<file path="src/rtl/ahb_params_pkg.sv">
// Shared AHB encodings, address-generator state type and burst geometry helpers.
// Pure declarations: no latency, no flow control.
package ahb_params_pkg;

   typedef enum logic [1:0] {IDLE, NSEQ, SEQ, BUSY} ahb_agen_state_t;

   localparam logic [1:0] HTRANS_IDLE   = 2'b00;
   localparam logic [1:0] HTRANS_BUSY   = 2'b01;
   localparam logic [1:0] HTRANS_NONSEQ = 2'b10;
   localparam logic [1:0] HTRANS_SEQ    = 2'b11;

   localparam logic [2:0] HB_SINGLE = 3'd0;
   localparam logic [2:0] HB_INCR   = 3'd1;
   localparam logic [2:0] HB_WRAP4  = 3'd2;
   localparam logic [2:0] HB_INCR4  = 3'd3;
   localparam logic [2:0] HB_WRAP8  = 3'd4;
   localparam logic [2:0] HB_INCR8  = 3'd5;
   localparam logic [2:0] HB_WRAP16 = 3'd6;
   localparam logic [2:0] HB_INCR16 = 3'd7;

   localparam int KB_BOUNDARY = 1024;
   localparam int KB_BITS     = $clog2(KB_BOUNDARY);
   localparam int BEATS_W     = 16;
   localparam int MASK_W      = 64;

   // len is only meaningful for undefined INCR; zero means a single beat
   function automatic logic [BEATS_W-1:0] burst_beats(input logic [2:0] hburst,
                                                      input logic [BEATS_W-1:0] len);
      case (hburst)
         HB_INCR:            burst_beats = (len == '0) ? BEATS_W'(1) : len;
         HB_WRAP4, HB_INCR4:   burst_beats = BEATS_W'(4);
         HB_WRAP8, HB_INCR8:   burst_beats = BEATS_W'(8);
         HB_WRAP16, HB_INCR16: burst_beats = BEATS_W'(16);
         default:            burst_beats = BEATS_W'(1);
      endcase
   endfunction

   function automatic logic [MASK_W-1:0] wrap_mask(input logic [BEATS_W-1:0] beats,
                                                   input logic [2:0] hsize);
      wrap_mask = (MASK_W'(beats) << hsize) - MASK_W'(1);
   endfunction

endpackage

</file>
<file path="src/rtl/ahb_addr_incr.sv">
// Next beat address (INCR or WRAP) and 1KB-crossing test for a burst span.
// Purely combinational; no flow control.
module ahb_addr_incr
   import ahb_params_pkg::*;
#(
   parameter int ADDR_WIDTH = 32
) (
   input  logic [ADDR_WIDTH-1:0] addr_i,
   input  logic [2:0]            size_i,
   input  logic [BEATS_W-1:0]    beats_i,
   input  logic                  wrap_i,
   output logic [ADDR_WIDTH-1:0] next_addr_o,
   output logic                  next_kb_o,
   output logic                  kb_cross_o
);

   logic [ADDR_WIDTH-1:0] beat_bytes;
   logic [ADDR_WIDTH-1:0] inc_addr;
   logic [ADDR_WIDTH-1:0] wmask;
   logic [ADDR_WIDTH-1:0] span_end;

   always_comb begin
      beat_bytes  = ADDR_WIDTH'(1) << size_i;
      inc_addr    = addr_i + beat_bytes;
      wmask       = ADDR_WIDTH'(wrap_mask(beats_i, size_i));
      next_addr_o = wrap_i ? ((addr_i & ~wmask) | (inc_addr & wmask)) : inc_addr;
      next_kb_o   = (next_addr_o[KB_BITS-1:0] == '0);
      // last byte of the span, modulo 2^ADDR_WIDTH so a top-of-memory wrap also counts
      span_end    = addr_i + (ADDR_WIDTH'(beats_i) << size_i) - ADDR_WIDTH'(1);
      kb_cross_o  = (span_end[ADDR_WIDTH-1:KB_BITS] != addr_i[ADDR_WIDTH-1:KB_BITS]);
   end

endmodule

</file>
<file path="src/rtl/ahb_burst_addr_gen.sv">
// AHB master address-phase sequencer: command accepted in cycle N issues NONSEQ in N+1, one beat per HREADY.
// Holds all address-phase outputs while HREADY=0; cmd_ready only in IDLE or on last-beat acceptance. Option: AHB_BUSY_INSERT_EN.
module ahb_burst_addr_gen
   import ahb_params_pkg::*;
#(
   parameter int ADDR_WIDTH = 32,
   parameter int DATA_WIDTH = 32,
   parameter int LEN_WIDTH  = 8
) (
   input  logic                  HCLK,
   input  logic                  HRESETn,
   input  logic                  cmd_valid,
   output logic                  cmd_ready,
   input  logic [ADDR_WIDTH-1:0] cmd_addr,
   input  logic [2:0]            cmd_burst,
   input  logic [2:0]            cmd_size,
   input  logic [LEN_WIDTH-1:0]  cmd_len,
   input  logic                  cmd_write,
   input  logic                  HREADY,
   output logic [1:0]            HTRANS,
   output logic [ADDR_WIDTH-1:0] HADDR,
   output logic [2:0]            HBURST,
   output logic [2:0]            HSIZE,
   output logic                  HWRITE,
   output logic                  beat_acc,
   output logic                  burst_done,
`ifdef AHB_BUSY_INSERT_EN
   input  logic                  busy_req,
`endif
   output logic                  cmd_err
);

   localparam logic [2:0] MAX_SIZE = 3'($clog2(DATA_WIDTH / 8));

   ahb_agen_state_t       state_q, state_d;
   logic [ADDR_WIDTH-1:0] haddr_q, haddr_d;
   logic [2:0]            hburst_q, hburst_d;
   logic [2:0]            hsize_q, hsize_d;
   logic                  hwrite_q, hwrite_d;
   logic [BEATS_W-1:0]    beats_left_q, beats_left_d;
   logic                  cmd_err_q, cmd_err_d;

   logic [ADDR_WIDTH-1:0] cmd_addr_al;
   logic [BEATS_W-1:0]    cmd_beats;
   logic                  cmd_fixed_incr;
   logic                  cmd_reject;
   logic                  last_beat;
   logic                  load;

   logic [ADDR_WIDTH-1:0] inc_addr;
   logic [2:0]            inc_size;
   logic [BEATS_W-1:0]    inc_beats;
   logic                  inc_wrap;
   logic [ADDR_WIDTH-1:0] next_addr;
   logic                  next_kb;
   logic                  kb_cross;

   assign cmd_addr_al    = cmd_addr & ~((ADDR_WIDTH'(1) << cmd_size) - ADDR_WIDTH'(1));
   assign cmd_beats      = burst_beats(cmd_burst, BEATS_W'(cmd_len));
   assign cmd_fixed_incr = cmd_burst[0] && (cmd_burst != HB_INCR);
   assign cmd_reject     = (cmd_size > MAX_SIZE) || (cmd_fixed_incr && kb_cross);

   assign last_beat  = (beats_left_q == BEATS_W'(1));
   assign beat_acc   = ((state_q == NSEQ) || (state_q == SEQ)) && HREADY;
   assign burst_done = beat_acc && last_beat;
   assign cmd_ready  = (state_q == IDLE) || burst_done;

   // A command is only examined when cmd_ready is high, which never coincides with
   // needing the next beat address, so one incrementer serves both.
   always_comb begin
      if (cmd_ready) begin
         inc_addr  = cmd_addr_al;
         inc_size  = cmd_size;
         inc_beats = cmd_beats;
         inc_wrap  = 1'b0;
      end else begin
         inc_addr  = haddr_q;
         inc_size  = hsize_q;
         inc_beats = burst_beats(hburst_q, BEATS_W'(1));
         inc_wrap  = !hburst_q[0] && (hburst_q != HB_SINGLE);
      end
   end

   ahb_addr_incr #(
      .ADDR_WIDTH (ADDR_WIDTH)
   ) u_addr_incr (
      .addr_i      (inc_addr),
      .size_i      (inc_size),
      .beats_i     (inc_beats),
      .wrap_i      (inc_wrap),
      .next_addr_o (next_addr),
      .next_kb_o   (next_kb),
      .kb_cross_o  (kb_cross)
   );

   always_comb begin
      state_d      = state_q;
      haddr_d      = haddr_q;
      hburst_d     = hburst_q;
      hsize_d      = hsize_q;
      hwrite_d     = hwrite_q;
      beats_left_d = beats_left_q;
      cmd_err_d    = 1'b0;
      load         = 1'b0;

      case (state_q)
         IDLE: load = cmd_valid;
         NSEQ, SEQ: begin
            if (HREADY) begin
               if (last_beat) begin
                  state_d = IDLE;
                  load    = cmd_valid;
               end else begin
                  haddr_d      = next_addr;
                  beats_left_d = beats_left_q - BEATS_W'(1);
                  // undefined-length INCR restarts with NONSEQ on each 1KB boundary
                  if ((hburst_q == HB_INCR) && next_kb) begin
                     state_d = NSEQ;
                  end else begin
`ifdef AHB_BUSY_INSERT_EN
                     state_d = busy_req ? BUSY : SEQ;
`else
                     state_d = SEQ;
`endif
                  end
               end
            end
         end
         BUSY: begin
`ifdef AHB_BUSY_INSERT_EN
            if (HREADY && !busy_req) state_d = SEQ;
`else
            state_d = IDLE;
`endif
         end
         default: state_d = IDLE;
      endcase

      if (load) begin
         if (cmd_reject) begin
            cmd_err_d = 1'b1;
         end else begin
            state_d      = NSEQ;
            haddr_d      = cmd_addr_al;
            hburst_d     = cmd_burst;
            hsize_d      = cmd_size;
            hwrite_d     = cmd_write;
            beats_left_d = cmd_beats;
         end
      end
   end

   always_ff @(posedge HCLK or negedge HRESETn) begin
      if (!HRESETn) begin
         state_q      <= IDLE;
         haddr_q      <= '0;
         hburst_q     <= HB_SINGLE;
         hsize_q      <= 3'd0;
         hwrite_q     <= 1'b0;
         beats_left_q <= '0;
         cmd_err_q    <= 1'b0;
      end else begin
         state_q      <= state_d;
         haddr_q      <= haddr_d;
         hburst_q     <= hburst_d;
         hsize_q      <= hsize_d;
         hwrite_q     <= hwrite_d;
         beats_left_q <= beats_left_d;
         cmd_err_q    <= cmd_err_d;
      end
   end

   always_comb begin
      case (state_q)
         NSEQ:    HTRANS = HTRANS_NONSEQ;
         SEQ:     HTRANS = HTRANS_SEQ;
         BUSY:    HTRANS = HTRANS_BUSY;
         default: HTRANS = HTRANS_IDLE;
      endcase
   end

   assign HADDR   = haddr_q;
   assign HBURST  = hburst_q;
   assign HSIZE   = hsize_q;
   assign HWRITE  = hwrite_q;
   assign cmd_err = cmd_err_q;

endmodule
</file>
<file path="config.mk">
export PLATFORM = sky130hd
export DESIGN_NAME = ahb_burst_addr_gen
export DESIGN_NICKNAME = d
export VERILOG_FILES = /design/src/rtl/ahb_params_pkg.sv /design/src/rtl/ahb_addr_incr.sv /design/src/rtl/ahb_burst_addr_gen.sv
export SDC_FILE = /design/constraint.sdc
export NUM_CORES = 1
export LEC_CHECK = 0
export CORE_ASPECT_RATIO = 0.6
export CORE_MARGIN = 1
export CORE_UTILIZATION = 50
export CTS_CLUSTER_DIAMETER = 80
export DETAILED_ROUTE_END_ITERATION = 8
export GPL_TIMING_DRIVEN = 0
export HOLD_SLACK_MARGIN = 0.06
export PLACE_DENSITY = 0.72
export RECOVER_POWER = 50
export SLEW_MARGIN = 0
export SYNTH_ARGS = -nofsm -noshare
export SYNTH_HDL_FRONTEND = slang
export SYNTH_SLANG_ARGS = --single-unit
</file>
<file path="constraint.sdc">
create_clock -name HCLK -period 7.5 [get_ports HCLK]
set_input_delay 1.125 -clock HCLK [delete_from_list [all_inputs] [get_ports HCLK]]
set_output_delay 1.125 -clock HCLK [all_outputs]
set_load 0.005 [all_outputs]
</file>
# [Word-level counts from Yosys, hierarchy flattened]
# Cells that the tools add are included.
[word_totals] reg_bits=58 latch_bits=0 ram_bits=0 rom_bits=0 output_inout_bits=45 memories=0
[classes] addsub=6 n_mul=0 div=0 magnitude_cmp=1 n_eq_ne=20 shifts=4 mux=30 bitwise_logic=7 n_reduce_logical=22
[op_table] op="two-way mux 32 bit" n=7
[op_table] op="AND 32 bit" n=3
[op_table] op="two-way mux 16 bit" n=6
[op_table] op="subtractor 32 x 1 -> 32 bit, second input constant" n=3
[op_table] op="adder 32 bit" n=2
[op_table] op="NOT 32 bit" n=2
[op_table] op="<< shifter 1 x 3 -> 32 bit, first input constant" n=2
[op_table] op="<< shifter 16 x 3 -> 32 bit" n=2
[op_table] op="bitwise OR 32 bit" n=1
[op_table] op="case mux 8 bit (4 select lines)" n=1
[op_table] op="equality test 3 bit, second input constant" n=8
[op_table] op="inequality test 22 bit" n=1
[op_table] op="equality test 16 x 1 -> 1 bit, second input constant" n=1
[op_table] op="subtractor 16 x 1 -> 16 bit, second input constant" n=1
[op_table] op="case mux 5 bit (3 select lines)" n=1
[op_table] op="OR reduction 2 bit" n=7
[op_table] op="equality test 3 x 2 -> 1 bit, second input constant" n=4
[op_table] op="logical NOT 10 bit" n=1
[op_table] op="two-way mux 2 bit" n=5
[op_table] op="logical NOT 8 bit" n=1
[op_table] op="two-way mux 8 bit" n=1
[op_table] op="equality test 3 x 1 -> 1 bit, second input constant" n=2
[op_table] op="logical AND 1 bit" n=6
[op_table] op="case mux 2 bit (3 select lines)" n=1
[op_table] op="other kinds (14)" n=21

# [Logic depth before layout (Yosys ltp)]
[logic_depth] word_depth=20 depth_mapped=30 ltp_nobuf=25

# [By module]
# A second synthesis with hierarchy kept.
[unflattened] hier_cells=1099 area_unflattened_um2=8484.4
[modules_own_cells] module="ahb_addr_incr" instances=1 cells_per_inst=669 area_each_um2=4703.3 seq_area_each_um2=0.0
[modules_own_cells] module="ahb_burst_addr_gen" instances=1 cells_per_inst=430 area_each_um2=3781.1 seq_area_each_um2=1451.4

# [Worst setup path before layout]
# Ideal clock, no wire load.
[synth_path] kind="input to register" startpoint="input port HREADY" endpoint="register hburst_q[1], in the netlist HBURST[1]" t_arrival_ns=6.373 t_required_ns=7.372 path_slack_ns=1.000 path_stages=27 n_path_buf=7 cell_sequence="nand2_1 > inv_1 > a21oi_4 > buf_6 > buf_6 > buf_2 > buf_1 > clkbuf_1 > nor2_1 > a21oi_1 > ha_1 > inv_1 > ha_1 > nand3b_1 > or2_2 > a211oi_1 > and3b_1 > o311ai_2 > a21o_1 > and4_1 > nor4_1 > nor4_1 > a21o_2 > and2_1 > buf_2 > buf_4 > mux2_1"
[synth_between] elab_chain_cells=12 word_cells_on_any_way=16
[synth_lines] element="start, declared" line="ahb_burst_addr_gen.sv:19" source="input logic HREADY,"
[synth_lines] element="logical AND 1 bit (*)" line="ahb_burst_addr_gen.sv:64" source="assign beat_acc = ((state_q == NSEQ) || (state_q == SEQ)) && HREADY;"
[synth_lines] element="net beat_acc" line="ahb_burst_addr_gen.sv:25" source="output logic beat_acc,"
[synth_lines] element="logical AND 1 bit (*)" line="ahb_burst_addr_gen.sv:65" source="assign burst_done = beat_acc && last_beat;"
[synth_lines] element="logical OR 1 bit (*)" line="ahb_burst_addr_gen.sv:66" source="assign cmd_ready = (state_q == IDLE) || burst_done;"
[synth_lines] element="two-way mux 16 bit or two-way mux 3 bit (tied branches)" line="ahb_burst_addr_gen.sv:71" source="if (cmd_ready) begin"
[synth_lines] element="<< shifter 16 x 3 -> 32 bit" line="ahb_addr_incr.sv:29" source="span_end = addr_i + (ADDR_WIDTH'(beats_i) << size_i) - ADDR_WIDTH'(1);"
[synth_lines] element="adder 32 bit" line="ahb_addr_incr.sv:29"
[synth_lines] element="subtractor 32 x 1 -> 32 bit" line="ahb_addr_incr.sv:29"
[synth_lines] element="inequality test 22 bit (*)" line="ahb_addr_incr.sv:30" source="kb_cross_o = (span_end[ADDR_WIDTH-1:KB_BITS] != addr_i[ADDR_WIDTH-1:KB_BITS]);"
[synth_lines] element="logical AND 1 bit (*)" line="ahb_burst_addr_gen.sv:61" source="assign cmd_reject = (cmd_size > MAX_SIZE) || (cmd_fixed_incr && kb_cross);"
[synth_lines] element="logical OR 1 bit (*)" line="ahb_burst_addr_gen.sv:61"
[synth_lines] element="NOT 1 bit (no source line) (*)"
[synth_lines] element="AND reduction 2 bit (no source line) (*)"
[synth_lines] element="end signal, assigned" line="ahb_burst_addr_gen.sv:165" source="hburst_q <= hburst_d;"
[synth_lines] element="end, declared" line="ahb_burst_addr_gen.sv:37" source="logic [2:0] hburst_q, hburst_d;"
# The timed path passes the listed nets; every way through them passes the cells marked *.
# A chain may end at the register's enable or synchronous reset.

# [Worst setup path after layout]
[layout_path] startpoint="input port HREADY" endpoint="register state_q[0]"
[layout_between] elab_chain_cells=18 word_cells_on_any_way=32
[layout_lines] element="parallel branches: the longest is 17 deep, another holds adder 32 bit"
[layout_lines] element="two-way mux 2 bit (*)" line="ahb_burst_addr_gen.sv:139" source="if (load) begin"
[layout_lines] element="net state_d[0]" line="ahb_burst_addr_gen.sv:35" source="ahb_agen_state_t state_q, state_d;"
[layout_lines] element="end signal, assigned" line="ahb_burst_addr_gen.sv:163" source="state_q <= state_d;"
[layout_lines] element="end, declared" line="ahb_burst_addr_gen.sv:35"
# Mark *: on every way through the listed nets, which the timed path passes.

==> results.sh <==
export IMPL_grt_usage_pct=37.5
export IMPL_pwr_share_clk_pct=7.9
export IMPL_die_h_um=102
export IMPL_drt_wirelength_per_cell_um=21.7
export IMPL_cp_endpoint="state_q[0]"
export IMPL_dpl_cell_area_sq_um=9560
export IMPL_failed_checks="capacitance limit, slew limit"
export IMPL_cp_data_arrival_time_ps=7530
export IMPL_first_pass_iters=5
export IMPL_port_buffers=92
export IMPL_reg2reg_slack_ps=360
export IMPL_core_area_sq_um=16300
export IMPL_synth_top_family_by_area="simple AND/OR/NAND/NOR gates"
export IMPL_clk_latency_ps=340
export IMPL_slew_violations=59
export IMPL_postSynthCellCount=1132
export IMPL_via_per_inst=6.34
export IMPL_synth_fa_ha_area_share_pct=10.6
export IMPL_setup_tns_ps=0
export IMPL_setup_violations=0
export IMPL_startpoint="HREADY"
export IMPL_yosys_warnings=0
export IMPL_via_count=9353
export IMPL_synth_top_area_share_pct=17.4
export IMPL_met3WireLength_um=4350
export IMPL_cts_hold_buf=0
export IMPL_synth_xor_area_share_pct=8.07
export IMPL_grt_first_pass_wirelength_um=48700
export IMPL_tightest_slew_ps=3450
export IMPL_drv_cap=1
export IMPL_powerDensity_nw_per_um2=574
export IMPL_drive_above_1_share_pct=11.2
export IMPL_seqPwrFrac_pct=10.7
export IMPL_start_util_pct=51.3
export IMPL_max_slew_margin_pct=-130
export IMPL_hp_class="reg2reg"
export IMPL_synth_area_sq_um=8360
export IMPL_vdd_ir_drop_max_mv=0.303
export IMPL_r2r_start="beats_left_q[6]"
export IMPL_overflow=0
export IMPL_area_growth_pct=22.4
export IMPL_outcome="finished with violations"
export IMPL_synth_main_ff_cell="dfrtp_1"
export IMPL_fillCellCount=1514
export IMPL_dieArea_sq_um=17300
export IMPL_detail_route_antenna_nets=0
export IMPL_timing_final_crit_share_pct=97.8
export IMPL_worstPathRequired_ps=7690
export IMPL_rows=36
export IMPL_pre_cts_slack_ps=-1760
export IMPL_yosysTopAreaCell="dfrtp_1"
export IMPL_finClkSkew_ps=5.78
export IMPL_avgSynthCellArea_sq_um=7.38
export IMPL_cts_tree="yes"
export IMPL_cts_htree_levels=3
export IMPL_grt_max_degree=59
export IMPL_wl_met1_um=14700
export IMPL_setup_ws_ps=166
export IMPL_drt_iter0_drc=1247
export IMPL_finalCriticalPeriod_ps=7330
export IMPL_power_leakage_nw=4.35
export IMPL_crit_path_max_fanout=10
export IMPL_layout_nets=1363
export IMPL_cts_made_buffers=9
export IMPL_combPwrFrac_pct=81.3
export IMPL_stdcell_area_sq_um=10200
export IMPL_p_int_mw=2.65
export IMPL_synth_mux_area_share_pct=7.27
export IMPL_cp_slowest_stage_delay_ps=460
export IMPL_clkSinkCount=58
export IMPL_synth_area_leaders="dfrtp_1 (17%), ha_1 (10%), xnor2_1 (6.4%), nand2_1 (5.7%), a21oi_1 (5.7%)"
export IMPL_n_antenna_cell=0
export IMPL_swShare_pct=54.8
export IMPL_synth_compound_area_share_pct=24.2
export IMPL_cp_end_kind="register"
export IMPL_start_kind="input port"
export IMPL_synth_cell_types=91
export IMPL_num_io_pins=96
export IMPL_synth_nets=1253
export IMPL_dr_wl_met2_um=12300
export IMPL_crit_type="in2reg"
export IMPL_p_sw_mw=3.22
export IMPL_fp_dieW_um=169
export IMPL_top_layer="met4"
export IMPL_fmax_mhz=136
export IMPL_antenna_found_initial=0
export IMPL_timing_rr_end="state_q[0]"
export IMPL_hold_viol_final=0
export IMPL_async_reset_ff_share_pct=100
export IMPL_ys_seq_area_share_pct=17.4
export IMPL_hpwlAfterDp_um=24800
export IMPL_crit_slowest_cell="clkdlybuf4s50_1"
export IMPL_drc=0
export IMPL_cts_buffer_depth=2
export IMPL_root_buffer="clkbuf_16"
export IMPL_synthSimpleGateAreaFrac_pct=26.4
export IMPL_rr_worst_depth=30
export IMPL_ys_ff_latch=58
export IMPL_gp_congestion=1.04
export IMPL_synth_edf_count=0
export IMPL_grt_pass1_vias=8453
export IMPL_totalWireLength_um=32000
export IMPL_path_clk_slew_ps=60
export IMPL_holdWs_ps=505
## worst min path at each step
stage / cells past startpoint / end / startpoint / slack, ps
after global placement: 1 / HWRITE / HWRITE / 500
after CTS: 1 / HWRITE / HWRITE / 520
final: 1 / HWRITE / HWRITE / 510
after global routing: 1 / HWRITE / HWRITE / 530
after detailed placement: 1 / HWRITE / HWRITE / 500
after floorplan: 2 / state_q[0] / state_q[0] / 490
## placed cells by master, fill, tap and decap left out, drive strengths merged, types with 20 or more instances in the layout
| cell | n |
|---|---|
| clkdlybuf4s50 | 69 |
| nand3 | 37 |
| xnor2 | 61 |
| a21oi | 103 |
| o21ai | 70 |
| nand2 | 129 |
| buf | 25 |
| nand4 | 20 |
| a21o | 20 |
| clkbuf | 54 |
| nor2 | 100 |
| mux2i | 40 |
| a211oi | 23 |
| nor3 | 24 |
| inv | 63 |
| dfrtp | 58 |
| ha | 69 |
| dlygate4sd3 | 22 |
## stage by stage
stage,power [mW],instances,util [%]
global route,6.26,1475,62.7
finish,5.87,1475,62.7
global placement,4.90,1452,58.7
CTS,5.53,1473,61.5
detailed placement,4.93,1452,58.6
floorplan,3.69,1132,-
## layer usage
metal | up-vias | global-route usage (%)
li1 | 4307 | -
met1 | 4351 | 55.6
met2 | 621 | 52.4
met3 | 74 | 11.1
met4 | 0 | 8.88
met5 | - | 1.09
## final cells by class
cell class                 instances  area, sq um  share of cell area [%]
multi-input combinational        949         6630                    64.8
sequential                        58         1450                    14.2
timing repair buffer             101          986                    9.64
buffer                            58          310                    3.03
tap                              228          285                    2.79
inverter                          65          253                    2.47
clock buffer                      11          243                    2.37
clock inverter                     5         77.6                   0.758
## kinds of logic (layout without fill, tap and decap cells)
| family | count (synthesis) | after routing |
|---|---|---|
| multiplexers | 55 | 55 |
| AO/OA/AOI/OAI | 311 | 311 |
| buffers and inverters | 125 | 240 |
| adder cells (fa/ha/maj) | 70 | 70 |
| flip-flops | 58 | 58 |
| AND/OR/NAND/NOR | 436 | 436 |
| XOR/XNOR | 77 | 77 |
## timing repair
action / 4_1_cts / 5_1_grt
endpoints found under the setup margin: 58 / 56
gates resized for setup: 28 / 48
pin swaps: 4 / 8
buffers inserted: 5 / 4
hold endpoints to repair: 0 / 0
## critical path: cells and delay by family
| family | cells | cell delay [ps] |
|---|---|---|
| adder cells (fa/ha/maj) | 2 | 490 |
| buffers and inverters | 11 | 2370 |
| AO/OA/AOI/OAI | 8 | 1930 |
| AND/OR/NAND/NOR | 8 | 1560 |
## registers in the layout (all words and copies together) (netlist names)
name,count
HSIZE,3
cmd_err,1
HBURST,3
beats_left_q,16
state_q,2
HWRITE,1
HADDR,32
## power by group through the flow
stage          clock, mW  combinational (mW)  sequential, mW
4_1_cts            0.468                4.44           0.620
6_report           0.466                4.77           0.631
5_1_grt            0.483                5.14           0.646
2_1_floorplan          0                3.11           0.580
3_3_place_gp           0                4.28           0.622
3_5_place_dp           0                4.31           0.622
## cell usage after synthesis, types with 5 or more instances
master / instances
and3_1: 14
nand2_1: 128
or2_2: 11
nand3b_1: 8
buf_2: 11
clkbuf_1: 40
a211oi_1: 22
dfrtp_1: 58
nor3_1: 24
nand3_1: 37
nand4_1: 19
mux2i_1: 34
and2_1: 9
nor2b_1: 9
a21o_1: 19
buf_1: 5
and4_1: 6
o21ai_1: 14
nor4_1: 13
a21oi_2: 6
o21bai_1: 10
o22ai_1: 5
mux2_2: 11
nand2b_1: 16
inv_1: 64
or3_1: 11
a2bb2oi_1: 5
o21a_1: 12
a21oi_1: 95
xnor2_1: 61
mux2i_2: 5
ha_1: 69
xor2_1: 16
o21ai_0: 54
or4_1: 8
a31oi_1: 16
nor3b_1: 5
nor2_1: 100
Note: power is estimated with default switching activity, not from simulation.
